### src/rtl/gnrl_pipe_stages_if.sv
// Valid/ready/data bundle for one side of a gnrl_pipe_stages boundary.
interface gnrl_pipe_stages_if #(
  parameter int DW = 32
);
  logic          valid;
  logic          ready;
  logic [DW-1:0] data;

  modport master (output valid, output data, input ready);
  modport slave  (input valid, input data, output ready);
endinterface

### src/rtl/gnrl_pipe_stages.sv
// Elastic pipe of DEPTH 2-entry skid stages; DEPTH-edge latency, registered in_ready, 1 item/cycle.
// GNRL_PIPE_XCHECK_EN adds simulation-only X and stall-stability checks (dropped under FPGA_SOURCE).
module gnrl_pipe_stages #(
  parameter int            DW      = 32,
  parameter int            DEPTH   = 1,
  parameter logic [DW-1:0] RST_VAL = '0
) (
  input  logic               clk,
  input  logic               rst,
  input  logic               flush,
  gnrl_pipe_stages_if.slave  in_if,
  gnrl_pipe_stages_if.master out_if,
  output logic               busy
);

  generate
    if (DEPTH == 0) begin : g_bypass
      assign out_if.valid = in_if.valid;
      assign out_if.data  = in_if.data;
      assign in_if.ready  = out_if.ready;
      assign busy         = 1'b0;
    end else begin : g_pipe
      logic [DEPTH-1:0] m_vld_q;
      logic [DEPTH-1:0] s_vld_q;
      logic [DW-1:0]    m_dat_q [DEPTH];

      for (genvar k = 0; k < DEPTH; k++) begin : g_stage
        logic          up_vld;
        logic [DW-1:0] up_dat;
        logic          dn_rdy;
        logic          m_vld;
        logic          s_vld;
        logic [DW-1:0] m_dat;
        logic [DW-1:0] s_dat;
        logic          in_fire;
        logic          out_fire;

        if (k == 0) begin : g_first
          assign up_vld = in_if.valid;
          assign up_dat = in_if.data;
        end else begin : g_chain
          assign up_vld = m_vld_q[k-1];
          assign up_dat = m_dat_q[k-1];
        end

        // Downstream ready is always a register (next stage's !s_vld or the sink).
        if (k == DEPTH - 1) begin : g_last
          assign dn_rdy = out_if.ready;
        end else begin : g_inner
          assign dn_rdy = ~s_vld_q[k+1];
        end

        assign in_fire  = up_vld & ~s_vld;
        assign out_fire = m_vld & dn_rdy;

        always_ff @(posedge clk or posedge rst) begin
          if (rst) begin
            m_vld <= 1'b0;
            s_vld <= 1'b0;
            m_dat <= RST_VAL;
            s_dat <= RST_VAL;
          end else if (flush) begin
            m_vld <= 1'b0;
            s_vld <= 1'b0;
          end else if (!m_vld || out_fire) begin
            if (s_vld) begin
              m_vld <= 1'b1;
              m_dat <= s_dat;
              s_vld <= in_fire;
              if (in_fire) s_dat <= up_dat;
            end else begin
              m_vld <= in_fire;
              if (in_fire) m_dat <= up_dat;
            end
          end else if (in_fire) begin
            s_vld <= 1'b1;
            s_dat <= up_dat;
          end
        end

        assign m_vld_q[k] = m_vld;
        assign s_vld_q[k] = s_vld;
        assign m_dat_q[k] = m_dat;
      end

      assign in_if.ready  = ~s_vld_q[0];
      assign out_if.valid = m_vld_q[DEPTH-1];
      assign out_if.data  = m_dat_q[DEPTH-1];
      assign busy         = (|m_vld_q) | (|s_vld_q);
    end
  endgenerate

`ifdef GNRL_PIPE_XCHECK_EN
`ifndef FPGA_SOURCE
  always @(posedge clk) begin
    if (!rst) begin
      if ($isunknown({in_if.valid, out_if.ready, flush}))
        $fatal(1, "%m: X on in_valid/out_ready/flush");
      if (in_if.valid && $isunknown(in_if.data))
        $fatal(1, "%m: X on in_data while in_valid");
    end
  end

  assert property (@(posedge clk) disable iff (rst)
    (in_if.valid && !in_if.ready) |=> $stable(in_if.data))
    else $fatal(1, "%m: in_data changed while stalled");
`endif
`endif

endmodule

### src/flat_wrapper.sv
// flat-port wrapper written by rule: the top's interface ports become plain ports
module gnrl_pipe_stages_flat 
#(
  parameter int            DW      = 32,
  parameter int            DEPTH   = 1,
  parameter logic [DW-1:0] RST_VAL = '0
)
  (clk, rst, flush, busy, in_if_valid, in_if_data, in_if_ready, out_if_valid, out_if_data, out_if_ready);
  gnrl_pipe_stages_if #(.DW(DW)) in_if_i ();
  gnrl_pipe_stages_if #(.DW(DW)) out_if_i ();
  input  logic clk;
  input  logic rst;
  input  logic flush;
  output logic busy;
  input wire logic [$bits(in_if_i.valid)-1:0] in_if_valid;
  input wire logic [$bits(in_if_i.data)-1:0] in_if_data;
  output wire logic [$bits(in_if_i.ready)-1:0] in_if_ready;
  output wire logic [$bits(out_if_i.valid)-1:0] out_if_valid;
  output wire logic [$bits(out_if_i.data)-1:0] out_if_data;
  input wire logic [$bits(out_if_i.ready)-1:0] out_if_ready;
  assign in_if_i.valid = in_if_valid;
  assign in_if_i.data = in_if_data;
  assign in_if_ready = in_if_i.ready;
  assign out_if_valid = out_if_i.valid;
  assign out_if_data = out_if_i.data;
  assign out_if_i.ready = out_if_ready;
  gnrl_pipe_stages #(.DW(DW), .DEPTH(DEPTH), .RST_VAL(RST_VAL)) u_core (.clk(clk), .rst(rst), .flush(flush), .in_if(in_if_i), .out_if(out_if_i), .busy(busy));
endmodule
### config.mk
export PLATFORM = sky130hd
export DESIGN_NAME = gnrl_pipe_stages_flat
export DESIGN_NICKNAME = d
export VERILOG_FILES = /design/src/rtl/gnrl_pipe_stages_if.sv /design/src/rtl/gnrl_pipe_stages.sv /design/src/flat_wrapper.sv
export SDC_FILE = /design/constraint.sdc
export NUM_CORES = 1
export LEC_CHECK = 0
export BUFFER_PORTS_ARGS = -buffer_cell sky130_fd_sc_hd__buf_2
export CAP_MARGIN = 20
export CORE_UTILIZATION = 53
export DETAILED_ROUTE_END_ITERATION = 8
export GPL_TIMING_DRIVEN = 1
export PLACE_DENSITY = 0.88
export SYNTH_ARGS = -nofsm -noshare
export SYNTH_HDL_FRONTEND = slang
export SYNTH_SLANG_ARGS = --single-unit
### constraint.sdc
create_clock -name clk -period 2.4 [get_ports clk]
set_input_delay 0.48 -clock clk [delete_from_list [all_inputs] [get_ports clk]]
set_output_delay 0.48 -clock clk [all_outputs]
set_load 0.005 [all_outputs]
# Yosys cells after proc, flatten, opt, wreduce, memory -nomap -nowiden
# Cells that the tools add are included.
[classes]
n_eq_ne = 1
n_mux = 12
bitwise = 5
reduce_logical = 7
[ops]
columns = ["op", "count"]
rows = [
  ["32-bit two-way mux", 5],
  ["1-bit two-way mux", 7],
  ["2-bit nonzero test", 2],
  ["3-bit AND reduction", 1],
  ["3-bit nonzero test", 1],
  ["1-bit bitwise AND", 2],
  ["2-bit by 1-bit inequality test with 1-bit output, second input constant", 1],
  ["1-bit inverter", 2],
  ["2-bit AND reduction", 1],
  ["1-bit logical NOT", 1],
  ["1-bit logical OR", 1],
  ["1-bit bitwise OR", 1],
]
[word_totals]
regBits = 66
inputBits = 37
elab_cells = 29

# Logic depth before layout (Yosys ltp)
# Gate-level depths: netlist of run 1.
[logic_depth]
depth_word = 5
depth_mapped = 5
depth_no_buf = 3

# Worst setup path after synthesis of run 1
# Ideal clock, no wire load.
[synth_timing]
path_kind = "input-to-reg"
start = "in out_if_ready"
end = "reg u_core.g_pipe.g_stage[0].s_dat[0]"
setup_ns = 0.125
arrival_time_ns = 1.535
setup_slack_ns = 0.740
stages = 4
n_path_buf = 1
path_cell_list = "nand2b_4 -> nor4b_4 -> buf_6 -> mux2_2"
[synth_via]
elab_chain_cells = 4
word_cells_on_any_way = 5
cone_classes = "eq/ne (1); mux (1); bitwise (1); reduce/logical (2)"
[synth_lines]
columns = ["item", "line_no", "rtl"]
rows = [
  ["start: declaration", "flat_wrapper.sv:20", "input wire logic [$bits(out_if_i.ready)-1:0] out_if_ready;"],
  ["1-bit bitwise AND (*)", "gnrl_pipe_stages.sv:54", "assign out_fire = m_vld & dn_rdy;"],
  ["1-bit logical OR (*)", "gnrl_pipe_stages.sv:65", "end else if (!m_vld || out_fire) begin"],
  ["2-bit by 1-bit inequality test with 1-bit output (no source line)", "--", ""],
  ["2-bit AND reduction (no source line)", "--", ""],
  ["end signal: assignment", "gnrl_pipe_stages.sv:70", "if (in_fire) s_dat <= up_dat;"],
  ["end signal: assignment", "gnrl_pipe_stages.sv:77", "s_dat <= up_dat;"],
  ["end: declaration", "gnrl_pipe_stages.sv:34", "logic [DW-1:0] s_dat;"],
]
# Every way passes the cells marked *; elsewhere a longest branch is shown, timed or not.
# A chain may end at the register's enable or synchronous reset.

# Worst setup path in the final report of run 1
[layout_timing]
start = "reg u_core.g_pipe.g_stage[0].s_vld"
end = "out busy"
[layout_via]
elab_chain_cells = 1
[layout_lines]
columns = ["item", "line_no", "rtl"]
rows = [
  ["start: declaration", "gnrl_pipe_stages.sv:32", "logic s_vld;"],
  ["start signal: assignment", "gnrl_pipe_stages.sv:69", "s_vld <= in_fire;"],
  ["1-bit bitwise OR", "gnrl_pipe_stages.sv:89", "assign busy = (|m_vld_q) | (|s_vld_q);"],
  ["end: declaration", "flat_wrapper.sv:14", "output logic busy;"],
]
# Every way passes these cells.

==> reports/summary.txt, run 1 <==
DRT iter0 DRCs: 47
Clock Tree Buf Depth: 2
number of global-route vias before repair: 1741
capturing element type of the critical path: primary output
clk_lat worst skew: 330 ps
Multi-input gate area: 1160 um2
power density over the cells: 789 nW/um2
Setup crit start kind: register
hold buffers post-CTS: 0
drt drc: 0
Worst EP required: 1920 ps
synth top area cells: dfrtp_1 57%, mux2_2 37%, buf_6 1.2%
Synth Area per Inst: 15.9 um2
hold crit path type: in -> async
row cnt: 26
period utilization: 80.6%
Slew @ Worst Pin: 576 ps
fin. max-slew vios: 0
R2R Path End: u_core.g_pipe.g_stage[0].s_dat[20]
H-tree depth: 3
reg2reg setup slack: 830 ps
Hold Worst Slack: 199 ps
Mapped Cells: 182
area of the core: 5170 um2
Placed Cells: 321
Final ANT Viol Nets: 0
GRT overflow: 0
unrepaired setup endpoints after global routing: no
Reg2Reg Launch Point: u_core.out_if.valid
Mapped Area: 2890 um2
Hold Fails Final Rpt: 0
Synth top area share: 57.1%
# resized after CTS: 0
drt via density: 5.19
clock root cell: clkbuf_8
CTS tree: built
Crit Path Class: reg -> out
nets: 299
share of layout cells above drive strength 1: 71.5%
initial antenna violation count: 0
register area share after synthesis: 57.1%
GP Congestion: 0.774
wire per inst: 15.1 um
Setup Total Neg Slack: 0 ps
Die X: 75.8 um
Synth-to-Final Area Change: 21.1%
total chip power: 0.00276 W
cell taking the most area after synthesis: dfrtp_1
Fill cells: 376
Clock transition at path regs: 70 ps
Starting Density: 55.9%
FF/Latch Area: 1650 um2
worst reg2reg path depth: 4
status: finished clean
crit path max fanout: 18
first-pass GRT wire length: 7.69 mm
Non-Filler Instances: 337
largest net degree at the start of global routing: 29
Max IR drop VDD: 0.489 mV
Clock Skew: 5.80 ps
# diodes: 0
dpl cell area: 3340 um2
#FFs+latches synth: 66
commonest non-fill, non-tap cell in the layout: mux2_2
Yosys Warn Count: 0
DRT Pass-1 Iters: 2
post-CTS setup buffers: 0
Total GRT Usage: 19.1%
Final Critical Period: 1930 ps
Max-cap violations: 0
Vias: 1748
synth unique cells: 16
die height: 75.8 um
Num CTS Buffers: 9
die footprint: 5750 um2
commonest non-fill, non-tap cells in the layout: 94 x mux2_2, 71 x buf_2, 66 x dfrtp_1
Synth Net Count: 219
Port-buffer cells: 71
Final setup violation count: 0
Relative slew margins: 61.6%
clock sink count: 66
Post-DP HPWL: 3.58 mm
fmax: 517 MHz
total routed wirelength: 5.09 mm
worst path arrival time: 1450 ps
final instance area: 3500 um2
Ports: 72
Leak: 1.61 nW
-- power by group --
group	total [W]	switching (W)	internal, W
Combinational	0.000499	0.000183	0.000316
Sequential	0.00147	0.000117	0.00135
Clock	0.000791	0.000392	0.000399
Total	0.00276	0.000692	0.00207
-- worst max-delay path, stage by stage (launching register included) --
cell,delay (ps)
dfrtp_1,440
buf_4,240
or2_2,310
buf_2,130
-- registers in the layout, indices dropped and copies added (netlist names) --
signal                       cells
u_core.g_pipe.g_stage.s_dat     32
u_core.out_if.data              32
u_core.g_pipe.g_stage.s_vld      1
u_core.out_if.valid              1
-- cells by family (layout without fill, tap and decap cells) --
family,after synthesis,in the layout,share of synthesized area (%)
DFF,66,66,57.1
AOI/OAI and AO/OA,1,1,0.173
and+or+nand+nor,7,7,2.38
buffers and inverters,12,97,2.90
muxes,96,96,37.4
-- Yosys cell counts --
master    number
buf_6          3
nor2b_1        1
nor4b_4        1
nor3_2         1
mux2_2        94
inv_1          2
mux2_1         2
dfrtp_1       66
buf_2          1
nor3_1         1
clkbuf_1       2
buf_4          4
or2_2          1
a21oi_1        1
nor2_1         1
nand2b_4       1
-- layout make-up --
| cell class | count | share of cell area, % |
|---|---|---|
| sequential | 66 | 47.2 |
| inverter | 2 | 0.215 |
| timing repair buffer | 79 | 12.2 |
| clock buffer | 13 | 4.25 |
| tap | 70 | 2.50 |
| multi-input combinational | 104 | 33.2 |
| clock inverter | 3 | 0.429 |
-- per-stage QoR --
stage                     utilization, %  setup slack, ps
after floorplan                        -              265
after global placement              64.5              615
after detailed placement            64.5              582
after CTS                           67.7              446
after global routing                67.7              391
final                               67.7              466
-- per-layer routing --
metal | GRT usage (%) | share of wire [%] | vias up
met2 | 31.6 | 49 | 47
met4 | 8.23 | 1.8 | 0
met3 | 7.54 | 4.8 | 9
met1 | 22.0 | 44 | 881
li1 | - | - | 811
met5 | 0 | 0 | -
-- worst max path at each step --
stage	depth (start not counted)	endpoint	slack [ps]	startpoint
after global placement	5	u_core.g_pipe.g_stage[0].s_dat[25]	610	out_if_ready
after CTS	3	busy	450	u_core.g_pipe.g_stage[0].s_vld
after detailed placement	5	u_core.g_pipe.g_stage[0].s_dat[20]	580	out_if_ready
after floorplan	1	u_core.g_pipe.g_stage[0].s_dat[0]	270	rst
final	3	busy	470	u_core.g_pipe.g_stage[0].s_vld
after global routing	3	busy	390	u_core.g_pipe.g_stage[0].s_vld
(Power assumes the default switching activity.)
==> run 2: changes to the inputs <==
clock period = 1.8 ns   (was 2.4 ns; I/O delays follow)
==> reports/summary.txt, run 2 (synthesized netlist as in run 1, its figures left out) <==
crit path max fanout: 11 (-7)
GRT overflow: 0 (unchanged)
largest net degree at the start of global routing: 67 (+130%)
Vias: 1740 (-0.46%)
share of layout cells above drive strength 1: 72.5% (+0.96 points)
Synth-to-Final Area Change: 22.8%
fmax: 571 MHz
Placed Cells: 323 (+0.62%)
Worst EP required: 1440 ps (-480 ps)
Final setup violation count: 0 (unchanged)
Max-cap violations: 0 (unchanged)
power density over the cells: 1070 nW/um2 (+36%)
Non-Filler Instances: 339 (+0.59%)
Setup crit start kind: register
# diodes: 0 (unchanged)
total routed wirelength: 5.21 mm (+2.4%)
fin. max-slew vios: 0 (unchanged)
met3 wire len: 224 um (-8.2%)
Leak: 1.63 nW (+1.2%)
Port-buffer cells: 71 (unchanged)
row cnt: 26 (unchanged)
CTS tree: built
drt drc: 0 (unchanged)
first-pass GRT wire length: 8.05 mm (+4.8%)
drt via density: 5.13 (-1.0%)
Metal-1 WL: 2.29 mm (+1.9%)
Hold Fails Final Rpt: 0 (unchanged)
status: finished clean
worst slack, placed: 56.8 ps (-525 ps)
Final ANT Viol Nets: 0 (unchanged)
capturing element type of the critical path: primary output
Total GRT Usage: 19.7% (+0.59 points)
Post-DP HPWL: 3.71 mm (+3.6%)
die height: 75.8 um (unchanged)
H-tree depth: 3 (unchanged)
Slew @ Worst Pin: 357 ps (-218 ps)
commonest non-fill, non-tap cells in the layout: 94 x mux2_2, 71 x buf_2, 65 x dfrtp_1
Relative slew margins: 76.2% (+15 points)
Max IR drop VDD: 0.705 mV (+44%)
area of the core: 5170 um2 (unchanged)
crit path setup slack, layout: 49.7 ps (-416 ps)
hold crit path type: in -> async
DR top layer: met4
Clock transition at path regs: 70 ps (about the same)
commonest non-fill, non-tap cell in the layout: mux2_2
reg2reg setup slack: 140 ps (-690 ps)
DRT Pass-1 Iters: 2 (unchanged)
worst path arrival time: 1390 ps (-60 ps)
DRT iter0 DRCs: 75 (+60%)
initial antenna violation count: 0 (unchanged)
met2 WL: 2.63 mm (+5.3%)
clk_lat worst skew: 330 ps (about the same)
worst reg2reg path depth: 4 (unchanged)
Clock Skew: 6.38 ps (+0.575 ps)
wire per inst: 15.4 um (+1.8%)
clock sink count: 66 (unchanged)
Crit Path Class: reg -> out
Num CTS Buffers: 9 (unchanged)
GP Congestion: 0.700 (-9.5%)
number of global-route vias before repair: 1762 (+1.2%)
die footprint: 5750 um2 (unchanged)
clock root cell: clkbuf_8
Starting Density: 55.9% (unchanged)
Setup Total Neg Slack: 0 ps (unchanged)
Fill cells: 365 (-2.9%)
nets: 302 (+1.0%)
Final Critical Period: 1750 ps
Clock Tree Buf Depth: 2 (unchanged)
Die X: 75.8 um (unchanged)
period utilization: 97.2%
Ports: 72 (unchanged)
[run 2: cell count changes in the layout (fill, tap and decap cells not counted)]
cell | previous run | this run
clkinvlp_4 | 0 | 1
dfrtp_2 | 0 | 1
bufinv_16 | 0 | 1
buf_4 | 7 | 10
inv_2 | 1 | 0
clkinv_2 | 3 | 2
clkbuf_1 | 3 | 2
dfrtp_1 | 66 | 65
[run 2: path summary, 6_finish.rpt]
path	start	to
max	u_core.g_pipe.g_stage[0].s_vld	busy
min	rst	u_core.out_if.data[15]
max reg2reg	u_core.g_pipe.g_stage[0].s_vld	u_core.g_pipe.g_stage[0].s_dat[26]
min reg2reg	u_core.out_if.data[29]	u_core.out_if.data[29]
max in group asynchronous	rst	u_core.g_pipe.g_stage[0].s_vld
min in group clk	in_if_data[5]	u_core.g_pipe.g_stage[0].s_dat[5]
[run 2: metal layers]
metal  track usage, %  vias to the layer above
met3             5.56                        6
met4             8.64                        0
met2             32.7                       46
met1             23.9                      865
met5                0                        -
li1                 -                      823
[run 2: cell type report]
cell class	count	area, um2	share of cell area [%]
Timing Repair Buffer	82	450	12.7
Tap cell	70	87.6	2.47
Clock buffer	12	145	4.09
Inverter	2	11.3	0.317
Clock inverter	3	40.0	1.13
Sequential cell	66	1650	46.6
Multi-Input combinational cell	104	1160	32.7
[run 2: worst max-delay path, stage by stage (launching register included)]
cell,delay [ps]
dfrtp_2,430
buf_4,190
or2_2,310
buf_2,130
[run 2: stage by stage]
| stage | area (um2) | hold slack, ps | utilization [%] | total power [W] |
|---|---|---|---|---|
| after floorplan | 2890 | 423 | - | 0.00237 |
| after global placement | 3350 | 471 | 64.9 | 0.00262 |
| after detailed placement | 3350 | 487 | 64.9 | 0.00267 |
| after CTS | 3540 | 122 | 68.5 | 0.00385 |
| after global routing | 3550 | 142 | 68.6 | 0.00402 |
| final | 3550 | 91.9 | 68.6 | 0.00381 |
[run 2: repair_timing]
action,in CTS,in global routing
resized for setup,1,0
setup buffers,0,1
setup endpoints to repair,1,1
hold buffers,0,0
[run 2: where the power goes]
part           internal, W  switching [W]
registers          0.00181       0.000152
logic             0.000425       0.000245
clock network     0.000666       0.000520
==> run 3: changes to the inputs <==
CORE_UTILIZATION = 55   (was 53)
CTS_BUF_LIST = sky130_fd_sc_hd__clkbuf_8   (was unset)
PLACE_DENSITY = 0.9   (was 0.88)
==> reports/summary.txt, run 3 (synthesized netlist as in run 1, its figures left out) <==
Finished Core Util: 69.8% (+1.2 points)
Num CTS Buffers: 9 (unchanged)
GRT overflow: 0 (unchanged)
power density over the cells: 1080 nW/um2 (+0.54%)
total chip power: 0.00383 W (+0.40%)
Starting Density: 57.0% (+1.1 points)
die footprint: 5550 um2 (-3.5%)
drt drc: 0 (unchanged)
Crit Path Class: reg -> out
clock sink count: 66 (unchanged)
Max-cap violations: 0 (unchanged)
Fill cells: 367 (+0.55%)
clk_lat worst skew: 330 ps (about the same)
GP Congestion: 0.725 (+3.5%)
first-pass GRT wire length: 8.18 mm (+1.6%)
fmax: 581 MHz (+1.7%)
crit path max fanout: 7 (-4)
Hold Fails Final Rpt: 0 (unchanged)
DRT Pass-1 Iters: 4 (+2)
Setup crit start kind: register
initial antenna violation count: 0 (unchanged)
CTS tree: built
Relative slew margins: 76.9% (+0.68 points)
reg2reg setup slack: 230 ps (+90 ps)
Logic pwr share: 17.3% (-0.3 points)
commonest non-fill, non-tap cell in the layout: mux2_2
clock root cell: clkbuf_8
total routed wirelength: 5.05 mm (-3.0%)
Reg2Reg Launch Point: u_core.out_if.valid
status: finished clean
largest net degree at the start of global routing: 67 (unchanged)
Switching Power: 0.000935 W (+2.0%)
H-tree depth: 3 (unchanged)
capturing element type of the critical path: primary output
worst reg2reg path depth: 4 (unchanged)
Leak: 1.63 nW (about the same)
# diodes: 0 (unchanged)
Sw Share: 24.4% (+0.38 points)
Vias: 1749 (+0.52%)
commonest non-fill, non-tap cells in the layout: 94 x mux2_2, 71 x buf_2, 65 x dfrtp_1
Ports: 72 (unchanged)
drt via density: 5.17 (+0.81%)
Total GRT Usage: 20.0% (+0.35 points)
Post-DP HPWL: 3.48 mm (-6.1%)
number of global-route vias before repair: 1785 (+1.3%)
Setup Total Neg Slack: 0 ps (unchanged)
Synth-to-Final Area Change: 22.6%
unrepaired setup endpoints after global routing: no
hold buffers post-CTS: 0 (unchanged)
Final Critical Period: 1720 ps (-29.8 ps)
R2R Path End: u_core.g_pipe.g_stage[0].s_dat[26]
Final ANT Viol Nets: 0 (unchanged)
DRT iter0 DRCs: 67 (-11%)
area of the core: 5070 um2 (-1.9%)
Port-buffer cells: 71 (unchanged)
die height: 74.5 um (-1.8%)
Die X: 74.5 um (-1.8%)
hold crit path type: in -> async
row cnt: 26 (unchanged)
Slew @ Worst Pin: 347 ps (-10.2 ps)
sequential power share: 51.2% (about the same)
Max IR drop VDD: 0.726 mV (+3.0%)
fin. max-slew vios: 0 (unchanged)
Non-Filler Instances: 338 (-0.29%)
period utilization: 95.6% (-1.7 points)
Clock Tree Buf Depth: 2 (unchanged)
nets: 300 (-0.66%)
worst path arrival time: 1360 ps (-30 ps)
Clock Skew: 10.5 ps (+4.11 ps)
Pint: 0.00289 W (-0.10%)
Clock transition at path regs: 80 ps (about the same)
wire per inst: 14.9 um (-2.7%)
share of layout cells above drive strength 1: 72.8% (+0.27 points)
Final setup violation count: 0 (unchanged)
Clock power frac: 31.5% (+0.4 points)
Hold Worst Slack: 105 ps (+13.2 ps)
Placed Cells: 322 (-0.31%)
Worst EP required: 1440 ps (about the same)
==> run 3: worst max path at each step <==
| stage | startpoint | cells after the start | slack [ps] | end |
|---|---|---|---|---|
| 2_1_floorplan | u_core.g_pipe.g_stage[0].s_vld | 4 | 240 | u_core.g_pipe.g_stage[0].s_dat[0] |
| 3_3_place_gp | out_if_ready | 5 | 160 | u_core.g_pipe.g_stage[0].s_dat[9] |
| 3_5_place_dp | out_if_ready | 5 | 100 | u_core.g_pipe.g_stage[0].s_dat[15] |
| 4_1_cts | u_core.g_pipe.g_stage[0].s_vld | 3 | 50 | busy |
| 5_1_grt | u_core.g_pipe.g_stage[0].s_vld | 3 | 30 | busy |
| 6_report | u_core.g_pipe.g_stage[0].s_vld | 3 | 80 | busy |
==> run 3: worst max-delay path, cell delays in order, from the launching register on <==
cell	delay (ps)
dfrtp_2	450
buf_4	180
or2_2	280
buf_2	120
==> run 3: repair_timing <==
item / CTS / global route
endpoints found under the setup margin: 0 / 1
setup buffers: 0 / 0
gates resized for setup: 0 / 1
==> run 3: layer usage <==
layer	track usage, %	wire, um
met5	0	0
met4	9.85	57
met3	4.47	217
met2	32.6	2500
met1	25.3	2270
==> run 3: power by group through the flow <==
stage	clock network [W]	logic, W	registers (W)
after CTS	0.00122	0.000673	0.00196
after floorplan	0	0.000403	0.00197
final	0.00121	0.000661	0.00196
after detailed placement	0	0.000672	0.00199
after global placement	0	0.000640	0.00197
after global routing	0.00128	0.000735	0.00201
==> run 3: final cells by class <==
class,instances,area [um2],share of cell area (%)
tap,70,87.6,2.47
clock buffer,10,138,3.88
clock inverter,6,57.6,1.62
sequential,66,1650,46.6
inverter,2,11.3,0.318
timing repair buffer,80,435,12.3
multi-input combinational,104,1160,32.8
==> run 3: metrics by stage <==
stage / instance area (um2) / setup slack (ps)
after floorplan: 2890 / 245
after global placement: 3350 / 156
after detailed placement: 3350 / 101
after CTS: 3540 / 46.8
after global routing: 3540 / 27.6
final: 3540 / 79.5
